File: src/rtl/matrices_pkg.sv
// Shared types and constants for the matrix-vector sequencer: FSM states,
// beat geometry, accumulator width and the per-beat pipeline tag.
package matrices_pkg;

  localparam int DATA_W    = 8;
  localparam int ADDR_W    = 7;
  localparam int N         = 2 ** ADDR_W;
  localparam int BEAT      = 8;
  localparam int LANES     = BEAT / 2;
  localparam int SUM_WIDTH = 2 * DATA_W + $clog2(BEAT);
  localparam int ACC_WIDTH = 2 * DATA_W + ADDR_W;

  typedef enum logic [1:0] {
    IDLE  = 2'd0,
    ISSUE = 2'd1,
    DRAIN = 2'd2
  } state_t;

  // Travels alongside each address beat until its data reaches the multipliers.
  typedef struct packed {
    logic              valid;
    logic              first;
    logic              last;
    logic [ADDR_W-1:0] row;
  } tag_t;

endpackage

File: src/rtl/dot8_sum.sv
// Combinational sum of eight unsigned products: lanes 0..3 of the low buses
// plus lanes 0..3 of the high buses.
module dot8_sum #(
  parameter int DATA_WIDTH = 8,
  parameter int LANES      = 4,
  parameter int SUM_WIDTH  = 2 * DATA_WIDTH + 3
) (
  input  logic [LANES*DATA_WIDTH-1:0] a_lo,
  input  logic [LANES*DATA_WIDTH-1:0] a_hi,
  input  logic [LANES*DATA_WIDTH-1:0] b_lo,
  input  logic [LANES*DATA_WIDTH-1:0] b_hi,
  output logic [SUM_WIDTH-1:0]        sum
);

  always_comb begin
    sum = '0;
    for (int i = 0; i < LANES; i++) begin
      sum = sum
          + SUM_WIDTH'(a_lo[i*DATA_WIDTH +: DATA_WIDTH]) * SUM_WIDTH'(b_lo[i*DATA_WIDTH +: DATA_WIDTH])
          + SUM_WIDTH'(a_hi[i*DATA_WIDTH +: DATA_WIDTH]) * SUM_WIDTH'(b_hi[i*DATA_WIDTH +: DATA_WIDTH]);
    end
  end

endmodule

File: src/rtl/matvec_sequencer.sv
// Walks the matrix ROM wrapper row by row, accumulates each row's dot product
// from the returned element buses and checks it against the expected-result ROM.
module matvec_sequencer
  import matrices_pkg::*;
#(
  parameter int DATA_WIDTH  = 8,
  parameter int ADDR_WIDTH  = 7,
  parameter int ROM_LATENCY = 2
) (
  input  logic                      clock,
  input  logic                      reset,
  input  logic                      start,
  output logic [2*ADDR_WIDTH-1:0]   romA_addrA,
  output logic [2*ADDR_WIDTH-1:0]   romA_addrB,
  output logic [ADDR_WIDTH-1:0]     romB_addrA,
  output logic [ADDR_WIDTH-1:0]     romB_addrB,
  output logic [ADDR_WIDTH-1:0]     romC_addrA,
  output logic [ADDR_WIDTH-1:0]     romC_addrB,
  input  logic [4*DATA_WIDTH-1:0]   romA_busA,
  input  logic [4*DATA_WIDTH-1:0]   romA_busB,
  input  logic [4*DATA_WIDTH-1:0]   romB_busA,
  input  logic [4*DATA_WIDTH-1:0]   romB_busB,
  input  logic [2*DATA_WIDTH-1:0]   romC_dataA,
  output logic                      busy,
  output logic                      result_valid,
  output logic [ADDR_WIDTH-1:0]     result_row,
  output logic [2*DATA_WIDTH-1:0]   result_value,
  output logic                      result_match,
  output logic [7:0]                error_count,
  output logic                      done,
  output logic                      pass,
  output state_t                    fsm_state
);

  localparam int BEAT_BITS = ADDR_WIDTH - $clog2(BEAT);

  state_t                 state, state_next;
  logic [ADDR_WIDTH-1:0]  row_q, row_n;
  logic [BEAT_BITS-1:0]   beat_q, beat_n;
  logic                   load_beat;
  logic                   start_accept;
  logic                   pipe_busy;
  tag_t                   issue_tag;
  tag_t                   pipe [ROM_LATENCY];
  tag_t                   data_tag;
  logic [SUM_WIDTH-1:0]   beat_sum;
  logic [ACC_WIDTH-1:0]   acc, final_sum;
  logic                   mismatch;

  assign fsm_state    = state;
  assign busy         = (state != IDLE);
  assign romC_addrB   = '0;
  assign start_accept = (state == IDLE) && start;

  always_ff @(posedge clock or posedge reset) begin
    if (reset) state <= IDLE;
    else       state <= state_next;
  end

  always_comb begin
    state_next = state;
    load_beat  = 1'b0;
    row_n      = row_q;
    beat_n     = beat_q;
    case (state)
      IDLE: begin
        if (start) begin
          state_next = ISSUE;
          load_beat  = 1'b1;
          row_n      = '0;
          beat_n     = '0;
        end
      end
      ISSUE: begin
        if (&row_q && &beat_q) begin
          state_next = DRAIN;
        end else begin
          load_beat = 1'b1;
          beat_n    = beat_q + 1'b1;
          if (&beat_q) row_n = row_q + 1'b1;
        end
      end
      DRAIN: begin
        if (done && !pipe_busy) state_next = IDLE;
      end
      default: state_next = IDLE;
    endcase
  end

  // Address registers always hold the beat currently presented to the ROMs.
  always_ff @(posedge clock or posedge reset) begin
    if (reset) begin
      row_q      <= '0;
      beat_q     <= '0;
      romA_addrA <= '0;
      romA_addrB <= '0;
      romB_addrA <= '0;
      romB_addrB <= '0;
      romC_addrA <= '0;
    end else if (load_beat) begin
      row_q      <= row_n;
      beat_q     <= beat_n;
      romA_addrA <= {row_n, beat_n, 3'b000};
      romA_addrB <= {row_n, beat_n, 3'b100};
      romB_addrA <= {beat_n, 3'b000};
      romB_addrB <= {beat_n, 3'b100};
      if (&beat_n) romC_addrA <= row_n;
    end
  end

  always_comb begin
    issue_tag.valid = (state == ISSUE);
    issue_tag.first = (beat_q == '0);
    issue_tag.last  = &beat_q;
    issue_tag.row   = row_q;
  end

  always_ff @(posedge clock or posedge reset) begin
    if (reset) begin
      for (int i = 0; i < ROM_LATENCY; i++) pipe[i] <= '0;
    end else begin
      pipe[0] <= issue_tag;
      for (int i = 1; i < ROM_LATENCY; i++) pipe[i] <= pipe[i-1];
    end
  end

  always_comb begin
    pipe_busy = 1'b0;
    for (int i = 0; i < ROM_LATENCY; i++) pipe_busy = pipe_busy | pipe[i].valid;
  end

  assign data_tag = pipe[ROM_LATENCY-1];

  dot8_sum #(
    .DATA_WIDTH (DATA_WIDTH),
    .LANES      (LANES),
    .SUM_WIDTH  (SUM_WIDTH)
  ) u_dot8_sum (
    .a_lo (romA_busA),
    .a_hi (romA_busB),
    .b_lo (romB_busA),
    .b_hi (romB_busB),
    .sum  (beat_sum)
  );

  // The first beat of a row restarts the sum instead of adding to the old row.
  assign final_sum = (data_tag.first ? '0 : acc) + ACC_WIDTH'(beat_sum);
  assign mismatch  = (final_sum[2*DATA_WIDTH-1:0] != romC_dataA);

  always_ff @(posedge clock or posedge reset) begin
    if (reset) begin
      acc          <= '0;
      result_valid <= 1'b0;
      result_row   <= '0;
      result_value <= '0;
      result_match <= 1'b0;
      error_count  <= '0;
      done         <= 1'b0;
      pass         <= 1'b0;
    end else begin
      result_valid <= 1'b0;
      done         <= 1'b0;
      if (start_accept) begin
        error_count <= '0;
        pass        <= 1'b0;
      end
      if (data_tag.valid) begin
        acc <= final_sum;
        if (data_tag.last) begin
          result_valid <= 1'b1;
          result_row   <= data_tag.row;
          result_value <= final_sum[2*DATA_WIDTH-1:0];
          result_match <= !mismatch;
          if (mismatch) error_count <= error_count + 8'd1;
          if (&data_tag.row) begin
            done <= 1'b1;
            pass <= (error_count == 8'd0) && !mismatch;
          end
        end
      end
    end
  end

endmodule

File: config.mk
export PLATFORM = sky130hd
export DESIGN_NAME = matvec_sequencer
export DESIGN_NICKNAME = d
export VERILOG_FILES = /design/src/rtl/matrices_pkg.sv /design/src/rtl/dot8_sum.sv /design/src/rtl/matvec_sequencer.sv
export SDC_FILE = /design/constraint.sdc
export NUM_CORES = 1
export LEC_CHECK = 0
export CAP_MARGIN = 10
export CORE_UTILIZATION = 65
export CTS_CLUSTER_DIAMETER = 80
export DETAILED_ROUTE_END_ITERATION = 16
export PLACE_DENSITY = 0.95
export SLEW_MARGIN = 20
export SYNTH_ARGS = -nofsm -noshare
export SYNTH_HDL_FRONTEND = slang
export SYNTH_HIERARCHICAL = 1
export SYNTH_SLANG_ARGS = --single-unit
File: constraint.sdc
create_clock -name clock -period 9.7 [get_ports clock]
set_input_delay 1.94 -clock clock [delete_from_list [all_inputs] [get_ports clock]]
set_output_delay 1.94 -clock clock [all_outputs]
set_load 0.01 [all_outputs]
==> results.txt, run 1 <==
The flow did not finish. The flow halted during global routing (5_1_grt). The first error in the log reads "[ERROR GRT-0232] Routing congestion too high. Check the congestion heatmap in the GUI". In the global-route stage, repair_timing last flagged the worst endpoint as error_count[2]$_DFF_PP0_/D. The clock tree buffer depth came out at 2. In this run the clock root is driven by a clkbuf_16. The total of buffers placed on input and output ports came out at around 220. The H-tree generated during clock tree synthesis spans 3 levels.

The width of the die came out at 189.2 um. Routability-driven placement finished with a final weighted congestion of 1.033. The pin count of the biggest net entering global routing is 65. The total standard cell area after synthesis is 22790 sq um. Across every metal layer, demand over resource in global routing totals 72.68%. The effective utilization at floorplan is between 60% and 70%. The count of yosys warnings during synthesis is 6. The number of cells produced by synthesis came out at 2392.

The category of the worst endpoint is a register input. The number of placed I/O pins is 241. Buffers inserted during clock tree synthesis total 9.

The remaining global-route overflow came out at 18. After synthesis, the mean cell area works out to 9.526 sq um. The wire-length estimate of the detail-placed layout is 61.83 mm. The quantity of hold-fixing buffers added after cts is 0. The vertical die dimension is about 190 um. The number of placement rows came out at about 70.
-- per-stage QoR --
stage                     setup WS [ns]  area [sq um]  std cells  hold WS, ns  utilization [%]
after floorplan                 -0.6697         23010       2408       0.3312                -
after global placement           -1.683         27140       3261       0.3316            78.58
after detailed placement         -2.077         27140       3261       0.3347            78.58
after CTS                        -1.281         28160       3302       0.3528            81.52
-- repair_timing --
action                                  CTS
gates resized for setup                 371
endpoints found under the hold margin     0
endpoints found under the setup margin   32
pin swaps                               143
setup buffers                            33
-- layer usage --
layer	global-route usage, %	GRT overflow
met5	34.75	0
met4	69.51	10
met1	71.17	0
met2	87.67	8
met3	62.24	0
==> run 2, diff against run 1 <==
Settings changed: CORE_UTILIZATION 65 to 40, CTS_CLUSTER_DIAMETER 80 to default, PLACE_DENSITY 0.95 to default, PLACE_DENSITY_LB_ADDON from default to 0.15.
==> results.txt, run 2 <==
Status: complete, but fails checks (was did not finish). The checks that failed: setup timing. The max-cap violation count is 0. TritonCTS built the clock tree.

The TritonCTS buffer count is 9 (unchanged). The number of hold violations in the final report was 0. The fraction of final layout cells with drive strength greater than 1 is 21.93%. The clock tree buffer depth was 2 (unchanged). The total standard cell area after synthesis came out at 22790 sq um (unchanged). The commonest non-fill, non-tap cell in the layout is inv_1. The number of cells in the design after placement is 3593 (was 3261). By startpoint and endpoint, the worst setup path is classified as input port to flip-flop. The first-pass GRT wire length is about 100 mm. The routability-driven placement congestion ratio is 0.9206 (was 1.033). The area growth from synthesis to layout came out at 26.90%. The number of setup violations in the final report came out at 20. Along the worst path, the maximum fanout reaches 6.

The number of cells produced by synthesis was 2392 (unchanged). The worst path in the final design needs a cycle of 10.74 ns, including I/O delays and setup. The number of H-tree levels came out at 3 (unchanged). The net count of the finished layout is 3742. The library cells used most frequently in the layout, excluding fill and tap cells, are 615 x inv_1, 440 x fa_1, 304 x and2_1. The final antenna-violating net count is 0. The count of cells in the finished layout, fillers not included, comes to ~3600. Tracing the worst setup path back leads to its startpoint at romB_busA[20]. The clock-pin slew of the registers on the worst-case setup and hold paths came out at 0.07 ns. The highest clock rate is 93.15 MHz. The number of fill cells is 5421.

The path class of the tightest hold or removal check is flip-flop to flip-flop. The cell with the most instances on the worst path is fa_1. The final period utilization is 110.7%. The average footprint of a synthesized cell is 9.526 sq um (unchanged). Setup repair after global routing could not meet its margin everywhere. The floorplan step defined a die boundary enclosing 57920 sq um. After layout, the worst setup slack is -1.036 ns. The total of buffers placed on input and output ports came out at 223 (unchanged). The effective utilization at floorplan was 40.41% (was 65.96%).

The average wire per standard cell came out at 17.90 um. In this run the tightest slew margin relative to its limit is between 30 and 40%. The count of yosys warnings during synthesis came to 6 (unchanged). STA classifies the critical path endpoint as a flip-flop. The total DRC errors in the routed layout came out at 0. The area of the placeable core is 56390 sq um.

The setup skew after layout came out at 0.01223 ns. The via density per instance came out at 4.669. The buffer cell driving the clock tree root was clkbuf_16 (unchanged). The number of placed I/O pins came out at 241 (unchanged). The startpoint identified for the worst register-to-register timing path is data_tag[8]$_DFF_PP0_. The via total after detailed routing came out at 17034. CTS saw 92 sinks. At the pin with the least slew margin, the transition time is between 0.9 and 1 ns. In this run the most critical hold path is launched from pipe[18]$_DFF_PP0_.

The vertical die dimension is 240.7 um (was 189.2 um). The largest registers in the layout are acc: 16 flops, result_value: 16 flops. The pin count of the biggest net entering global routing is between 70 and 80. The delay of the slowest critical-path stage came out at 0.59 ns. The max-slew violation count is 0. The quantity of hold-fixing buffers added after cts came out at 0 (unchanged). The number of placement rows came out at 87 (was 68). The endpoint required time on the critical path came out at 9.97 ns. Global routing finished with a remaining overflow of 0.

The data arrival time at the worst-slack endpoint is around 11 ns. The insertion delay of the later-clocked pin in the worst-skew pair is 0.36 ns. The width of the die was 240.7 um (was 189.2 um).

The worst setup path is launched from an input port. The placed wire-length estimate was 58.00 mm (was 61.83 mm). The total routing resource utilization after global routing is 23.76%. The DRC marker count from the first detailed-route iteration is 773.

The initial antenna violation count is 1. The number of global-route vias before repair came out at 19131. The standard cell with the maximum stage delay on the critical path is fa_1. Cells fill 51.28% of the core in the end. The number of iterations in the first detailed-routing pass came out at 6.

The final wirelength is 65.32 mm.
## run 2: worst paths after layout
check	end	slack (ns)	cells past startpoint
hold / removal	data_tag[8]$_DFF_PP0_	0.34	0
min in group asynchronous	row_q[6]$_DFFE_PP0P_	1.85	2
max in group asynchronous	acc[0]$_DFFE_PP0P_	6.63	3
setup / recovery	error_count[2]$_DFF_PP0_	-1.04	31
hold reg to reg	data_tag[8]$_DFF_PP0_	0.34	0
setup reg to reg	error_count[2]$_DFF_PP0_	5.77	11
## run 2: final cells by class
type / count / area, sq um / area share, %
multi-input cells: 1613 / 18580 / 64.27
repair buffers: 530 / 4364 / 15.09
inverters: 640 / 2406 / 8.321
flip-flops and latches: 92 / 2302 / 7.962
well taps: 756 / 945.9 / 3.271
clock buffers: 10 / 229.0 / 0.7919
clock inverters: 6 / 82.58 / 0.2856
diodes: 1 / 2.502 / 0.008655
## run 2: metrics by stage
step           hold slack (ns)  instance area [sq um]  setup WS [ns]  TNS [ns]
3_3_place_gp            0.3325                  27750         -2.148    -41.21
2_1_floorplan           0.3312                  23010        -0.6697    -6.079
4_1_cts                 0.3465                  28480         -1.233    -15.94
5_1_grt                 0.3566                  28910         -1.328    -18.43
6_report                0.3436                  28910         -1.036    -12.52
3_5_place_dp            0.3355                  27750         -2.255    -42.82
## run 2: worst max-delay path, delay by kind of cell
kind,cells,cell delay [ns]
compound gates,8,1.64
xor+xnor,1,0.09
fa+ha+maj,12,5.76
buf+inv,5,0.45
simple gates,5,1.11
## run 2: routing by layer
layer	global-route usage, %	part of all wire [%]
met3	3.225	4.7
met5	0	0.020
met2	39.16	48
met1	33.60	46
met4	4.323	1.7
## run 2: repair_timing
action | 4_1_cts | 5_1_grt
hold endpoints to repair | 0 | 0
endpoints found under the setup margin | 32 | 31
cloned | 0 | 0
gates resized for setup | 435 | 224
pin swaps | 135 | 119
setup buffers | 28 | 18
Power of run 2 is not shown: default switching activity piles up to over one toggle a cycle in this logic, so the estimate is an artifact.
